===== src/rtl/hazard_pkg.sv =====
// Shared constants for the hazard/forwarding controller: forwarding-mux
// encodings and default widths.
package hazard_pkg;

  localparam int REG_ADDR_W_DEF = 5;
  localparam int CNT_W_DEF      = 32;

  // 2'b11 is deliberately unused; the ALU operand mux treats it as illegal.
  typedef enum logic [1:0] {
    FWD_RF  = 2'b00,
    FWD_WB  = 2'b01,
    FWD_MEM = 2'b10
  } fwd_sel_e;

endpackage


===== src/rtl/fwd_select.sv =====
// Forwarding-source select for one ALU operand. The youngest in-flight
// writer (EX/MEM) wins over MEM/WB; x0 is never forwarded.
module fwd_select
  import hazard_pkg::*;
#(
  parameter int REG_ADDR_W = REG_ADDR_W_DEF
) (
  input  logic [REG_ADDR_W-1:0] i_rs,
  input  logic [REG_ADDR_W-1:0] i_mem_rd,
  input  logic                  i_mem_reg_write,
  input  logic [REG_ADDR_W-1:0] i_wb_rd,
  input  logic                  i_wb_reg_write,
  output fwd_sel_e              o_sel
);

  logic w_mem_hit;
  logic w_wb_hit;

  assign w_mem_hit = i_mem_reg_write && (i_mem_rd != '0) && (i_mem_rd == i_rs);
  assign w_wb_hit  = i_wb_reg_write  && (i_wb_rd  != '0) && (i_wb_rd  == i_rs);

  always_comb begin
    o_sel = FWD_RF;
    if (w_mem_hit) begin
      o_sel = FWD_MEM;
    end else if (w_wb_hit) begin
      o_sel = FWD_WB;
    end
  end

endmodule


===== src/rtl/hazard_forward_ctrl.sv =====
// Hazard and forwarding controller for the 5-stage core: shadow metadata
// pipeline, operand-forwarding selects, load-use stall, branch squash, counters.
module hazard_forward_ctrl
  import hazard_pkg::*;
#(
  parameter int REG_ADDR_W = REG_ADDR_W_DEF,
  parameter int CNT_W      = CNT_W_DEF
) (
  input  logic                  i_clk,
  input  logic                  i_reset_n,
  input  logic                  i_id_valid,
  input  logic [REG_ADDR_W-1:0] i_id_rs1,
  input  logic [REG_ADDR_W-1:0] i_id_rs2,
  input  logic                  i_id_rs1_used,
  input  logic                  i_id_rs2_used,
  input  logic [REG_ADDR_W-1:0] i_id_rd,
  input  logic                  i_id_reg_write,
  input  logic                  i_id_mem_read,
  input  logic                  i_ex_branch_taken,
  output logic [1:0]            o_forward_a,
  output logic [1:0]            o_forward_b,
  output logic                  o_pc_write_en,
  output logic                  o_ifid_write_en,
  output logic                  o_ifid_flush,
  output logic                  o_idex_bubble,
  output logic [CNT_W-1:0]      o_stall_count,
  output logic [CNT_W-1:0]      o_flush_count
);

  logic [REG_ADDR_W-1:0] r_ex_rs1;
  logic [REG_ADDR_W-1:0] r_ex_rs2;
  logic [REG_ADDR_W-1:0] r_ex_rd;
  logic                  r_ex_reg_write;
  logic                  r_ex_mem_read;

  logic [REG_ADDR_W-1:0] r_mem_rd;
  logic                  r_mem_reg_write;
  logic                  r_mem_mem_read;

  logic [REG_ADDR_W-1:0] r_wb_rd;
  logic                  r_wb_reg_write;

  logic [CNT_W-1:0]      r_stall_count;
  logic [CNT_W-1:0]      r_flush_count;

  logic                  w_load_use;
  logic                  w_flush;
  logic                  w_bubble;
  logic                  w_load_ex;
  fwd_sel_e              w_fwd_a;
  fwd_sel_e              w_fwd_b;

  fwd_select #(.REG_ADDR_W(REG_ADDR_W)) u_fwd_a (
    .i_rs            (r_ex_rs1),
    .i_mem_rd        (r_mem_rd),
    .i_mem_reg_write (r_mem_reg_write),
    .i_wb_rd         (r_wb_rd),
    .i_wb_reg_write  (r_wb_reg_write),
    .o_sel           (w_fwd_a)
  );

  fwd_select #(.REG_ADDR_W(REG_ADDR_W)) u_fwd_b (
    .i_rs            (r_ex_rs2),
    .i_mem_rd        (r_mem_rd),
    .i_mem_reg_write (r_mem_reg_write),
    .i_wb_rd         (r_wb_rd),
    .i_wb_reg_write  (r_wb_reg_write),
    .o_sel           (w_fwd_b)
  );

  assign o_forward_a = w_fwd_a;
  assign o_forward_b = w_fwd_b;

  assign w_load_use = i_id_valid && r_ex_mem_read && (r_ex_rd != '0) &&
                      ((i_id_rs1_used && (r_ex_rd == i_id_rs1)) ||
                       (i_id_rs2_used && (r_ex_rd == i_id_rs2)));
  assign w_flush    = i_ex_branch_taken;
  assign w_bubble   = w_flush || w_load_use;
  assign w_load_ex  = i_id_valid && !w_bubble;

  // A redirect overrides a stall: the front end must advance to load the target.
  assign o_pc_write_en   = w_flush || !w_load_use;
  assign o_ifid_write_en = w_flush || !w_load_use;
  assign o_ifid_flush    = w_flush;
  assign o_idex_bubble   = w_bubble;
  assign o_stall_count   = r_stall_count;
  assign o_flush_count   = r_flush_count;

  always_ff @(posedge i_clk or negedge i_reset_n) begin
    if (!i_reset_n) begin
      r_ex_rs1        <= '0;
      r_ex_rs2        <= '0;
      r_ex_rd         <= '0;
      r_ex_reg_write  <= 1'b0;
      r_ex_mem_read   <= 1'b0;
      r_mem_rd        <= '0;
      r_mem_reg_write <= 1'b0;
      r_mem_mem_read  <= 1'b0;
      r_wb_rd         <= '0;
      r_wb_reg_write  <= 1'b0;
    end else begin
      r_wb_rd         <= r_mem_rd;
      r_wb_reg_write  <= r_mem_reg_write;
      r_mem_rd        <= r_ex_rd;
      r_mem_reg_write <= r_ex_reg_write;
      r_mem_mem_read  <= r_ex_mem_read;
      if (w_load_ex) begin
        r_ex_rs1       <= i_id_rs1;
        r_ex_rs2       <= i_id_rs2;
        r_ex_rd        <= i_id_rd;
        r_ex_reg_write <= i_id_reg_write;
        r_ex_mem_read  <= i_id_mem_read;
      end else begin
        r_ex_rs1       <= '0;
        r_ex_rs2       <= '0;
        r_ex_rd        <= '0;
        r_ex_reg_write <= 1'b0;
        r_ex_mem_read  <= 1'b0;
      end
    end
  end

  always_ff @(posedge i_clk or negedge i_reset_n) begin
    if (!i_reset_n) begin
      r_stall_count <= '0;
      r_flush_count <= '0;
    end else begin
      if (w_load_use && !w_flush && (r_stall_count != '1)) begin
        r_stall_count <= r_stall_count + CNT_W'(1);
      end
      if (w_flush && (r_flush_count != '1)) begin
        r_flush_count <= r_flush_count + CNT_W'(1);
      end
    end
  end

  // Every load writes a register; a load in MEM without reg_write means corrupt metadata.
  a_mem_load_writes : assert property (
    @(posedge i_clk) disable iff (!i_reset_n) r_mem_mem_read |-> r_mem_reg_write
  );

endmodule


===== config.mk =====
export PLATFORM = sky130hd
export DESIGN_NAME = hazard_forward_ctrl
export DESIGN_NICKNAME = d
export VERILOG_FILES = /design/src/rtl/hazard_pkg.sv /design/src/rtl/fwd_select.sv /design/src/rtl/hazard_forward_ctrl.sv
export SDC_FILE = /design/constraint.sdc
export NUM_CORES = 1
export LEC_CHECK = 0
export ABC_AREA = 1
export ABC_CLOCK_PERIOD_IN_PS = 1600
export BUFFER_PORTS_ARGS = -buffer_cell sky130_fd_sc_hd__buf_2
export CAP_MARGIN = 25
export CORE_UTILIZATION = 40
export CTS_CLUSTER_SIZE = 24
export DETAILED_ROUTE_END_ITERATION = 10
export HOLD_SLACK_MARGIN = 0.15
export PLACE_DENSITY = 0.59
export REMOVE_ABC_BUFFERS = 1
export SLEW_MARGIN = 20
export SYNTH_ARGS = -nofsm -noshare
export SYNTH_HDL_FRONTEND = slang
export SYNTH_HIERARCHICAL = 1
export SYNTH_SLANG_ARGS = --single-unit

===== constraint.sdc =====
create_clock -name i_clk -period 1.6 [get_ports i_clk]
set_input_delay 0.4 -clock i_clk [delete_from_list [all_inputs] [get_ports i_clk]]
set_output_delay 0.4 -clock i_clk [all_outputs]
set_load 0.01 [all_outputs]

Yosys cells after proc, flatten, opt, wreduce, memory -nomap -nowiden
Index checks and enable logic that the tools add are counted.

Register bits after elaboration: 93. Output and inout port bits: 72. Logic and storage cells: 54.

$add $sub $neg: 2. Equal/unequal tests: 8. Muxes and demuxes: 9. Reduce and logical (&&, ||, !) cells: 24.

Operator list (count): adder 32 x 1 -> 32 bit (second input constant) (2); != test 32 bit (second input constant) (2); equality test 5 bit (6); logical AND 1 bit (15); 2-to-1 mux 5 bit (3); nonzero test 5 bit (3); 2-to-1 mux 1 bit (4); 2-to-1 mux 2 bit (2); logical NOT 1 bit (3); logical OR 1 bit (3).

Depth between registers and ports, before layout
Gate-level depths: netlist of the first run.

Word-level depth: 8. Mapped depth: 11. Mapped depth without buffers: 11.

Cells and area by module
The synthesis of the first run kept the hierarchy.

By module, submodules not included: hazard_forward_ctrl (times used 1, cells an instance 739, area an instance 5290.1 sq um, sequential area each 2327.2 sq um); fwd_select (times used 2, cells an instance 51, area an instance 221.5 sq um, sequential area each 0.0 sq um).

Worst setup path before layout of the first run
OpenSTA, ideal clock, no wires.

Path type: reg-to-reg. Start: register r_flush_count[0], in the netlist o_flush_count[0]. End: register r_flush_count[10], in the netlist o_flush_count[10]. Library setup time: 0.117 ns. Arrival: 1.642 ns. Data required time: 1.483 ns. Setup slack: -0.159 ns. Cell stages (with the launch flop): 12. Period minus slack after synthesis: 1.759 ns. Cell sequence: dfrtp_1 -> ha_1 -> inv_1 -> nor3_4 -> nand2_4 -> nor2_4 -> nand2_4 -> nand2_8 -> inv_4 -> buf_6 -> nand3b_2 -> nand2_1.

Longest elaborated chain between the ends: 2. Elaborated cells between the ends (all ways): 3.

Ends and longest elaborated chain: start, declared (line hazard_forward_ctrl.sv:44) `logic [CNT_W-1:0] r_flush_count;`; start signal, assigned (line hazard_forward_ctrl.sv:132) `r_flush_count <= r_flush_count + CNT_W'(1);`; parallel branches: the longest is 2 deep, another holds adder 32 x 1 -> 32 bit.

Parallel ways; which one is timed is not known. A chain may end at the register's enable or synchronous reset.

Worst setup path after layout of the first run
Start: register r_ex_rd[0]. End: output port o_idex_bubble.

Longest elaborated chain between the ends: 5. Elaborated cells between the ends (all ways): 9.

Ends and longest elaborated chain: start, declared (line hazard_forward_ctrl.sv:32) `logic [REG_ADDR_W-1:0] r_ex_rd;`; start signal, assigned (line hazard_forward_ctrl.sv:110) `r_ex_rd <= i_id_rd;`; equality test 5 bit (on tied branches) (line hazard_forward_ctrl.sv:75, hazard_forward_ctrl.sv:76); logical AND 1 bit (on tied branches) (line hazard_forward_ctrl.sv:75, hazard_forward_ctrl.sv:76); logical OR 1 bit (line hazard_forward_ctrl.sv:75) `((i_id_rs1_used && (r_ex_rd == i_id_rs1)) ||`; logical AND 1 bit (*) (line hazard_forward_ctrl.sv:74) `assign w_load_use = i_id_valid && r_ex_mem_read && (r_ex_rd != '0) &&`; logical OR 1 bit (*) (line hazard_forward_ctrl.sv:78) `assign w_bubble = w_flush || w_load_use;`; end, declared (line hazard_forward_ctrl.sv:25) `output logic o_idex_bubble,`.

Every way passes the cells marked *; elsewhere a longest branch is shown, timed or not.

==> flow_metrics.tcl, run 1 <==
set metrics [dict create \
    status "finished with violations" \
    violations "setup timing" \
    dpl_worst_slack_ns -0.08492 \
    final_layout_size_suffix_gt1_frac 0.3819 \
    synth.most_common_cell "nand2_1" \
    yosysTopAreaCellShare 0.4059 \
    final_area_um2 8429 \
    r2r_setup_slack_ns -0.25 \
    area_growth_pct 47.03 \
    powerDensity_nw_per_um2 735.1 \
    max_slew_margin 0.7913 \
    r2r_cells 12 \
    synth_area_um2 5733 \
    async_flop_share 1.000 \
    ir_drop_v 0.0004132 \
    clkLatencyLatePin_ns 0.35 \
    netlist_top_cells_count "373 x nand2_1, 115 x nor2_1, 93 x dfrtp_1, 73 x inv_1, 29 x xor2_1" \
    worstPathArrival_ns 1.54 \
    period_minus_slack_ns 1.938 \
    start_util 0.4114 \
    synth_area_per_cell_um2 6.817 \
    ioPinCount 95 \
    r2r_end "o_stall_count[11]$_DFFE_PN0P_" \
    critPathKind "flop to output pin" \
    synth.area.top_cells "dfrtp_1 41%, nand2_1 24%, nor2_1 7.5%" \
    htree_levels 3 \
    max_freq_ghz 0.5159 \
    rsz0062_at_grt "yes" \
    slew_violations 0 \
    final_antenna_net_count 0 \
    dr.pass1.iters 5 \
    use_met2 0.3931 \
    multiInputGateArea_um2 3348 \
    clock-root-buffer "clkbuf_16" \
    grt_pass1_wl_mm 26.89 \
    nets 1104 \
    reg2reg_from "r_ex_rd[0]$_DFF_PN0_" \
    vias 6030 \
    timing.critical_path.buf_inv 2 \
    crit_slowest_cell "dfrtp_1" \
    gr-total-overflow 0 \
    leakagePower_nw 4.611 \
    tightest_slew_ns 0.3119 \
    required_ns 1.20 \
    clk_path_buf_depth 2 \
    crit_chain "inv_2, nor2_1, nor2_2, nand3_1, nand2_2, nand2_2, nand2_1, buf_2" \
    critical-path-max-stage-delay_ns 0.42 \
    fin_crit_sh 1.211 \
    finalHoldViolCount 0 \
    critPathCapture "o_idex_bubble" \
    fin_ws_ns -0.3383 \
    grt_usage 0.2350 \
    die_h_um 121.7 \
    cp-end-kind "output pin" \
    clkTransAtPathRegs_ns 0.07 \
    cts_tree "yes" \
    synth_cell_types 31 \
    netlist_instances 841 \
    first_global_vias 5655 \
    cts_sinks 93 \
    seqCellArea_um2 2335 \
    routed_wl_mm 17.40 \
    synth_edf_count 0 \
    ys_seq_area_frac 0.4059 \
    grt_busiest_layer "met2" \
    synth_seq_cells 93 \
    num_rows 43 \
    worstSetupPathDepth 8 \
    vias_per_cell 4.771 \
    synthFlopType "dfrtp_1" \
    crit_family "simple AND/OR/NAND/NOR gates" \
    core_area_um2 13930 \
    die_w_um 121.7 \
    crit_start "r_ex_rd[0]$_DFF_PN0_" \
    fin_skew_ns 0.009266 \
    grt_max_degree 37 \
    antenna_found_initial 0 \
    use_met3 0.02715 \
    antenna_cells 0 \
    drc 0 \
    port_buffers 94 \
    placed_cell_area_um2 7300 \
    min_path_type "primary input to flop" \
    fillers 1297 \
    avgRoutedWirePerCell_um 13.77 \
    setup_viol 62 \
    crit_fanout 4 \
    first_iter_violations 324 \
    yosys.area.top_type "dfrtp_1" \
    yosysWarnings 6 \
    dp_hpwl_mm 12.12 \
    use_met1 0.3155 \
    maxCapViolations 0 \
    cpMostUsedCell "nand2_2" \
    start_kind "flop" \
    dieArea_um2 14820 \
    numCtsBuffers 9 \
    globalplace.congestion 0.9011 \
]
-- area by class of cell --
class,count,share of cell area
clock buffers,10,0.02835
clock inverters,6,0.01113
repair buffers,241,0.2140
multi-input cells,645,0.3972
flip-flops and latches,93,0.2770
inverters,87,0.04186
repair inverters,2,0.003711
well taps,180,0.02672
-- layer usage --
layer,share of wire,up-vias,wire [um]
met3,0.039,25,676
met5,0,-,0
met4,0.015,0,255
met1,0.46,2801,7989
met2,0.49,150,8482
li1,-,3054,-
-- kinds of logic (layout without fill, tap and decap cells) --
logic type | Yosys count | after routing | synth area share
XOR/XNOR | 38 | 38 | 0.05805
buffers and inverters | 103 | 346 | 0.07922
AND/OR/NAND/NOR | 580 | 580 | 0.4240
adder cells (fa/ha/maj) | 2 | 2 | 0.004364
flip-flops | 93 | 93 | 0.4059
AO/OA/AOI/OAI | 25 | 25 | 0.02837
-- worst min-delay path, delay by kind of cell --
| kind | cells | cell delay [ns] |
|---|---|---|
| buffers and inverters | 2 | 0.13 |
| and+or+nand+nor | 1 | 0.03 |
-- where the power goes --
part	switching, mW	internal, mW	leakage, nW
clock	0.980	1.42	0.159
sequential	0.104	2.47	1.26
combinational	0.684	0.532	3.19
total	1.77	4.43	4.61
-- state kept, by name, summed over array words and instances, names as in the netlist --
name / flops
o_flush_count: 32
o_stall_count: 32
r_ex_mem_read: 1
r_ex_rd: 5
r_ex_reg_write: 1
r_ex_rs1: 5
r_ex_rs2: 5
r_mem_rd: 5
r_mem_reg_write: 1
r_wb_rd: 5
r_wb_reg_write: 1
-- cell usage in the layout, fill, tap and decap left out, types with 2 or more instances in the layout --
cell type,instances
nand3b_1,13
nand4_1,10
nand2_2,61
buf_16,3
nor3_1,12
buf_4,127
inv_2,21
buf_2,91
buf_6,10
nand3_2,4
a21boi_0,3
nand3b_2,2
nor2_4,6
nor3_2,4
clkbuf_16,11
inv_1,65
nand2_1,305
bufinv_16,2
nand3_1,23
nor2_2,12
dfrtp_2,6
nand2_4,18
xnor2_1,9
buf_12,7
nor3_4,3
xor2_1,28
o21ai_2,12
o21ai_0,8
clkinv_4,2
dfrtp_1,87
nor2_1,104
-- repair_timing --
action | in CTS | in global routing
endpoints found under the hold margin | 17 | 0
pin swaps | 4 | 47
buffers inserted | 8 | 11
gates resized for setup | 20 | 141
cloned | 4 | 4
endpoints found under the setup margin | 59 | 80
hold buffers | 1 | 0
-- worst min path at each step --
stage	startpoint	endpoint	slack [ns]	cells past startpoint
6_report	i_id_mem_read	r_ex_mem_read$_DFF_PN0_	0.25	3
5_1_grt	i_id_rd[4]	r_ex_rd[4]$_DFF_PN0_	0.25	3
4_1_cts	i_id_rd[3]	r_ex_rd[3]$_DFF_PN0_	0.24	3
3_5_place_dp	i_reset_n	o_stall_count[1]$_DFFE_PN0P_	0.31	1
3_3_place_gp	i_reset_n	o_stall_count[1]$_DFFE_PN0P_	0.31	1
2_1_floorplan	i_reset_n	o_flush_count[0]$_DFFE_PN0P_	0.10	0
-- per-stage QoR --
stage | hold WS (ns) | cells | total power, mW | setup TNS (ns) | util
floorplan | 0.1044 | 825 | 3.123 | -15.38 | -
global placement | 0.3099 | 1223 | 3.628 | -2.015 | 0.5238
detailed placement | 0.3116 | 1223 | 3.642 | -2.496 | 0.5238
CTS | 0.2412 | 1252 | 6.079 | -5.935 | 0.5655
global route | 0.2521 | 1264 | 6.453 | -16.39 | 0.6049
finish | 0.2527 | 1264 | 6.197 | -8.719 | 0.6049
Note: power is estimated with default switching activity, not from simulation.
==> run 2, diff against run 1 <==
- CORE_UTILIZATION: 40 -> 52
- PLACE_DENSITY: 0.59 -> 0.74
==> run 2 against run 1 <==
Net effect: the run still ends with setup timing left; global-route usage grew 5.1 points; combinational power down 4%; routed wire length fell by 3.4%; critical endpoint unchanged; largest cell class unchanged; largest power group unchanged; highest routed layer unchanged.
==> flow_metrics.tcl, run 2 (synthesis results as in run 1) <==
set metrics [dict create \
    holdCritStartpoint "i_id_rd[3]" \
    fin_util 0.7652 \
    violations "setup timing" \
    final_cells 1197 \
    dp_hpwl_mm 11.46 \
    layout_commonest_cell "nand2_1" \
    first_iter_violations 319 \
    max_freq_ghz 0.5007 \
    required_ns 1.20 \
    clkTransAtPathRegs_ns 0.11 \
    hold_depth 3 \
    gr-total-overflow 0 \
    mostFrequentLayoutCells "310 x nand2_1, 109 x buf_4, 96 x nor2_1, 89 x buf_2, 87 x dfrtp_1" \
    max_slew_margin 0.7779 \
    final_area_um2 8041 \
    core_area_um2 10510 \
    fin_ws_ns -0.3973 \
    rsz0062_at_grt "yes" \
    avgRoutedWirePerCell_um 14.04 \
    r2r_end "o_stall_count[4]$_DFFE_PN0P_" \
    critical-path-max-stage-delay_ns 0.45 \
    antenna_cells 0 \
    final_antenna_net_count 0 \
    r2r_cells 12 \
    drc 0 \
    cts_tree "yes" \
    fin_skew_ns 0.01221 \
    grt_max_degree 36 \
    dr.pass1.iters 5 \
    p_sw_mw 1.744 \
    crit_chain "inv_2, nand2_1, nand2_1, nor2_1, nand3_2, nand2_4, nand2_2, nand2_1, buf_2" \
    clk_path_buf_depth 2 \
    powerDensity_nw_per_um2 662.9 \
    clkLatencyLatePin_ns 0.37 \
    clock-root-buffer "clkbuf_8" \
    fin_tns_setup_ns -9.973 \
    ioPinCount 95 \
    setup_viol 68 \
    start_kind "flop" \
    critPathKind "flop to output pin" \
    vias 6134 \
    antenna_found_initial 0 \
    port_buffers 94 \
    cp-end-kind "output pin" \
    status "finished with violations" \
    start_util 0.5455 \
    routed_wl_mm 16.81 \
    cts_sinks 93 \
    hold_end "r_ex_rd[3]$_DFF_PN0_" \
    crit_slowest_cell "dfrtp_1" \
    min_path_type "primary input to flop" \
    placed_cell_area_um2 7132 \
    slew_violations 0 \
    r2r_setup_slack_ns -0.26 \
    dpl_worst_slack_ns -0.1134 \
    worstPathArrival_ns 1.60 \
    num_rows 37 \
    finalHoldViolCount 0 \
    die_h_um 107 \
    internal_power_mw 3.587 \
    p_total_mw 5.330 \
    area_growth_pct 40.27 \
    swShare 0.3271 \
    fin_crit_sh 1.248 \
    grt_pass1_wl_mm 25.70 \
    htree_levels 3 \
    die_w_um 107 \
    globalplace.congestion 0.9115 \
    cpMostUsedCell "nand2_1" \
    tightest_slew_ns 0.3306 \
    reg2reg_from "r_ex_rd[4]$_DFF_PN0_" \
    leakagePower_nw 4.357 \
    dieArea_um2 11450 \
    clkPwrFrac 0.295 \
    period_minus_slack_ns 1.997 \
    crit_fanout 4 \
    ir_drop_v 0.0004729 \
    first_global_vias 5527 \
    placedCellCount 1164 \
    numCtsBuffers 9 \
    fillers 782 \
    grt_usage 0.2863 \
    p_comb_frac 0.220 \
    final_layout_size_suffix_gt1_frac 0.3798 \
    nets 1081 \
    p_seq_frac 0.485 \
    hold_ws_ns 0.2248 \
    maxCapViolations 0 \
    vias_per_cell 5.124 \
]
-- run 2: changes by cell type in the layout (fill, tap and decap cells not counted), sizes merged --
cell,previous run,this run
clkinv,3,1
buf,238,217
inv,89,90
clkbuf,12,11
bufinv,2,0
clkinvlp,1,3
-- run 2: worst max-delay path by stage --
stage,startpoint,slack (ns),end
after detailed placement,o_flush_count[14]$_DFFE_PN0P_,-0.11,o_flush_count[18]$_DFFE_PN0P_
after global placement,o_flush_count[14]$_DFFE_PN0P_,-0.10,o_flush_count[18]$_DFFE_PN0P_
final,r_ex_rd[4]$_DFF_PN0_,-0.40,o_idex_bubble
after floorplan,i_id_rs1[3],-0.33,o_stall_count[0]$_DFFE_PN0P_
after global routing,r_ex_rd[4]$_DFF_PN0_,-0.48,o_idex_bubble
after CTS,r_ex_rd[3]$_DFF_PN0_,-0.34,o_idex_bubble
-- run 2: layer usage --
metal | global-route usage | part of all wire
met1 | 0.3727 | 0.42
met2 | 0.4820 | 0.49
met3 | 0.03647 | 0.057
met4 | 0.1174 | 0.034
met5 | 0 | 0
-- run 2: layout make-up --
type	count	area [um2]	share of cell area
timing repair buffer	220	1610	0.2002
clock inverter	7	67.56	0.008402
tap	136	170.2	0.02116
multi-input combinational	645	3392	0.4218
clock buffer	9	123.9	0.01540
inverter	87	342.8	0.04263
sequential	93	2335	0.2903
-- run 2: power by group through the flow --
| stage | combinational (mW) | clock [mW] | sequential (mW) |
|---|---|---|---|
| after floorplan | 0.435 | 0 | 2.69 |
| final | 1.17 | 1.57 | 2.59 |
| after CTS | 1.12 | 1.59 | 2.57 |
| after detailed placement | 1.00 | 0 | 2.62 |
| after global routing | 1.29 | 1.68 | 2.60 |
| after global placement | 0.991 | 0 | 2.61 |
-- run 2: worst max-delay path, delay by kind of cell (launching register included) --
kind,cells,cell delay [ns]
flip-flops,1,0.45
AND/OR/NAND/NOR,7,0.58
buffers and inverters,2,0.21
-- run 2: what timing repair did --
item,CTS,global route
resized for setup,46,125
hold endpoints to repair,19,0
gates cloned,2,3
setup endpoints to repair,69,89
hold buffers,1,0
pin swaps,17,52
setup buffers,6,10
==> run 3, diff against run 2 <==
- ABC_CLOCK_PERIOD_IN_PS: 1600 -> 2500
- CORE_UTILIZATION: 52 -> 60
- PLACE_DENSITY: 0.74 -> 0.81
- clock period: 1.6 -> 2.5 ns (I/O delays scaled with it)
==> run 3 against run 2 <==
Net effect: the flow now finishes without violations; sequential power is 35% lower; first-iteration DRC count is 11% lower; register-to-register slack better by 0.71 ns; combinational power is 59% lower; clock power is 39% lower; highest routed layer unchanged.
==> flow_metrics.tcl, run 3 (synthesis results as in run 1) <==
set metrics [dict create \
    status "finished, final reports clean" \
    leakagePower_nw 3.467 \
    powerDensity_nw_per_um2 482.3 \
    rsz0062_at_grt "no" \
    layout_commonest_cell "nand2_1" \
    r2r_setup_slack_ns 0.45 \
    grt_pass1_wl_mm 23.65 \
    ioPinCount 95 \
    antenna_found_initial 0 \
    fin_ws_ns 0.3126 \
    cts_hold_buf 0 \
    dpl_worst_slack_ns 0.4033 \
    required_ns 1.88 \
    first_iter_violations 284 \
    final_area_um2 6480 \
    num_rows 35 \
    numCtsBuffers 9 \
    fin_skew_ns 0.01287 \
    dr.pass1.iters 5 \
    critPathKind "flop to output pin" \
    cts_sinks 93 \
    die_w_um 99.75 \
    max_freq_ghz 0.4572 \
    tightest_slew_ns 0.6001 \
    vias 5486 \
    drc 0 \
    die_h_um 99.75 \
    grt_usage 0.2980 \
    placed_cell_area_um2 6300 \
    antenna_cells 0 \
    cp-end-kind "output pin" \
    crit_fanout 4 \
    cts-resized-gates 0 \
    clkLatencyLatePin_ns 0.35 \
    start_kind "flop" \
    grt_max_degree 49 \
    avgRoutedWirePerCell_um 13.17 \
    area_growth_pct 13.03 \
    worstPathArrival_ns 1.56 \
    p_total_mw 3.125 \
    maxCapViolations 0 \
    period_minus_slack_ns 2.187 \
    fin_util 0.7013 \
    dp_hpwl_mm 10.76 \
    clkTransAtPathRegs_ns 0.10 \
    first_global_vias 5139 \
    reg2reg_from "o_flush_count[0]$_DFFE_PN0P_" \
    routed_wl_mm 14.08 \
    final_antenna_net_count 0 \
    clock-root-buffer "clkbuf_8" \
    postCtsSetupRepairBufs 0 \
    clk_path_buf_depth 2 \
    cts_tree "yes" \
    htree_levels 3 \
    gr-total-overflow 0 \
    globalplace.congestion 0.9174 \
    dieArea_um2 9950 \
    cpMostUsedCell "nand2_1" \
    final_layout_size_suffix_gt1_frac 0.1723 \
    start_util 0.6204 \
    crit_chain "inv_2, nand2_1, nand2_1, nor2_1, nand3_1, nand2_1, nand3_1, buf_2" \
    r2r_end "o_flush_count[26]$_DFFE_PN0P_" \
    nets 961 \
    min_path_type "primary input to asynchronous set/reset pin" \
    slew_violations 0 \
    setup_viol 0 \
    mostFrequentLayoutCells "373 x nand2_1, 115 x nor2_1, 93 x buf_2, 93 x dfrtp_1, 73 x inv_1" \
    finalHoldViolCount 0 \
    crit_slowest_cell "dfrtp_1" \
    ir_drop_v 0.0003019 \
    r2r_cells 10 \
    fin_crit_sh 0.8749 \
    critical-path-max-stage-delay_ns 0.43 \
    fin_tns_setup_ns 0 \
    port_buffers 94 \
    vias_per_cell 5.132 \
    core_area_um2 9240 \
    max_slew_margin 0.5999 \
]
run 3: changes by cell type in the layout (fill, tap and decap cells not counted), moves of 8 or more:
cell     before  now
nor2_2       19    6
nor2_1       96  115
buf_6         9    0
inv_1        64   73
nand3_1      19   27
inv_2        22   13
nand2_1     310  373
buf_4       109    6
nand2_2      60    9
nand2_4      14    2
run 3: report_power, final:
part / total (mW) / switching [mW] / internal, mW
combinational: 0.481 / 0.303 / 0.177
sequential: 1.69 / 0.105 / 1.58
clock: 0.959 / 0.558 / 0.401
total: 3.13 / 0.967 / 2.16
run 3: stage by stage:
step | cells | hold slack, ns
after floorplan | 825 | 0.3294
final | 1069 | 0.2612
after global routing | 1069 | 0.3002
after CTS | 1069 | 0.2754
after global placement | 1054 | 0.3324
after detailed placement | 1054 | 0.3405
run 3: routing by layer:
metal | vias to the layer above | routed length [um] | GRT usage
li1 | 2748 | - | -
met1 | 2534 | 5947 | 0.3814
met2 | 178 | 7081 | 0.5156
met3 | 26 | 722 | 0.04216
met4 | 0 | 327 | 0.1052
met5 | - | 0 | 0
run 3: cell type report:
type	instances	area (um2)
sequential	93	2327
tap	129	161.4
clock inverter	5	42.54
multi-input combinational	645	2952
clock buffer	10	137.6
inverter	87	329.1
fill	834	2760
timing repair buffer	100	530.5
run 3: worst max path at each step:
stage                         startpoint                            to  slack [ns]  depth (start not counted)
finish              r_ex_rd[3]$_DFF_PN0_               o_ifid_write_en        0.31                          8
global route        r_ex_rd[3]$_DFF_PN0_               o_ifid_write_en        0.15                          8
CTS                 r_ex_rd[3]$_DFF_PN0_               o_ifid_write_en        0.30                          8
detailed placement           i_id_rs1[3]               o_ifid_write_en        0.40                          9
global placement             i_id_rs1[3]               o_ifid_write_en        0.45                          9
floorplan                    i_id_rs1[3]  o_stall_count[0]$_DFFE_PN0P_        0.35                         10
run 3: worst max-delay path, delay by kind of cell (launching register included):
family / cells / cell delay, ns
simple gates: 6 / 0.53
flops: 1 / 0.43
buf+inv: 2 / 0.25
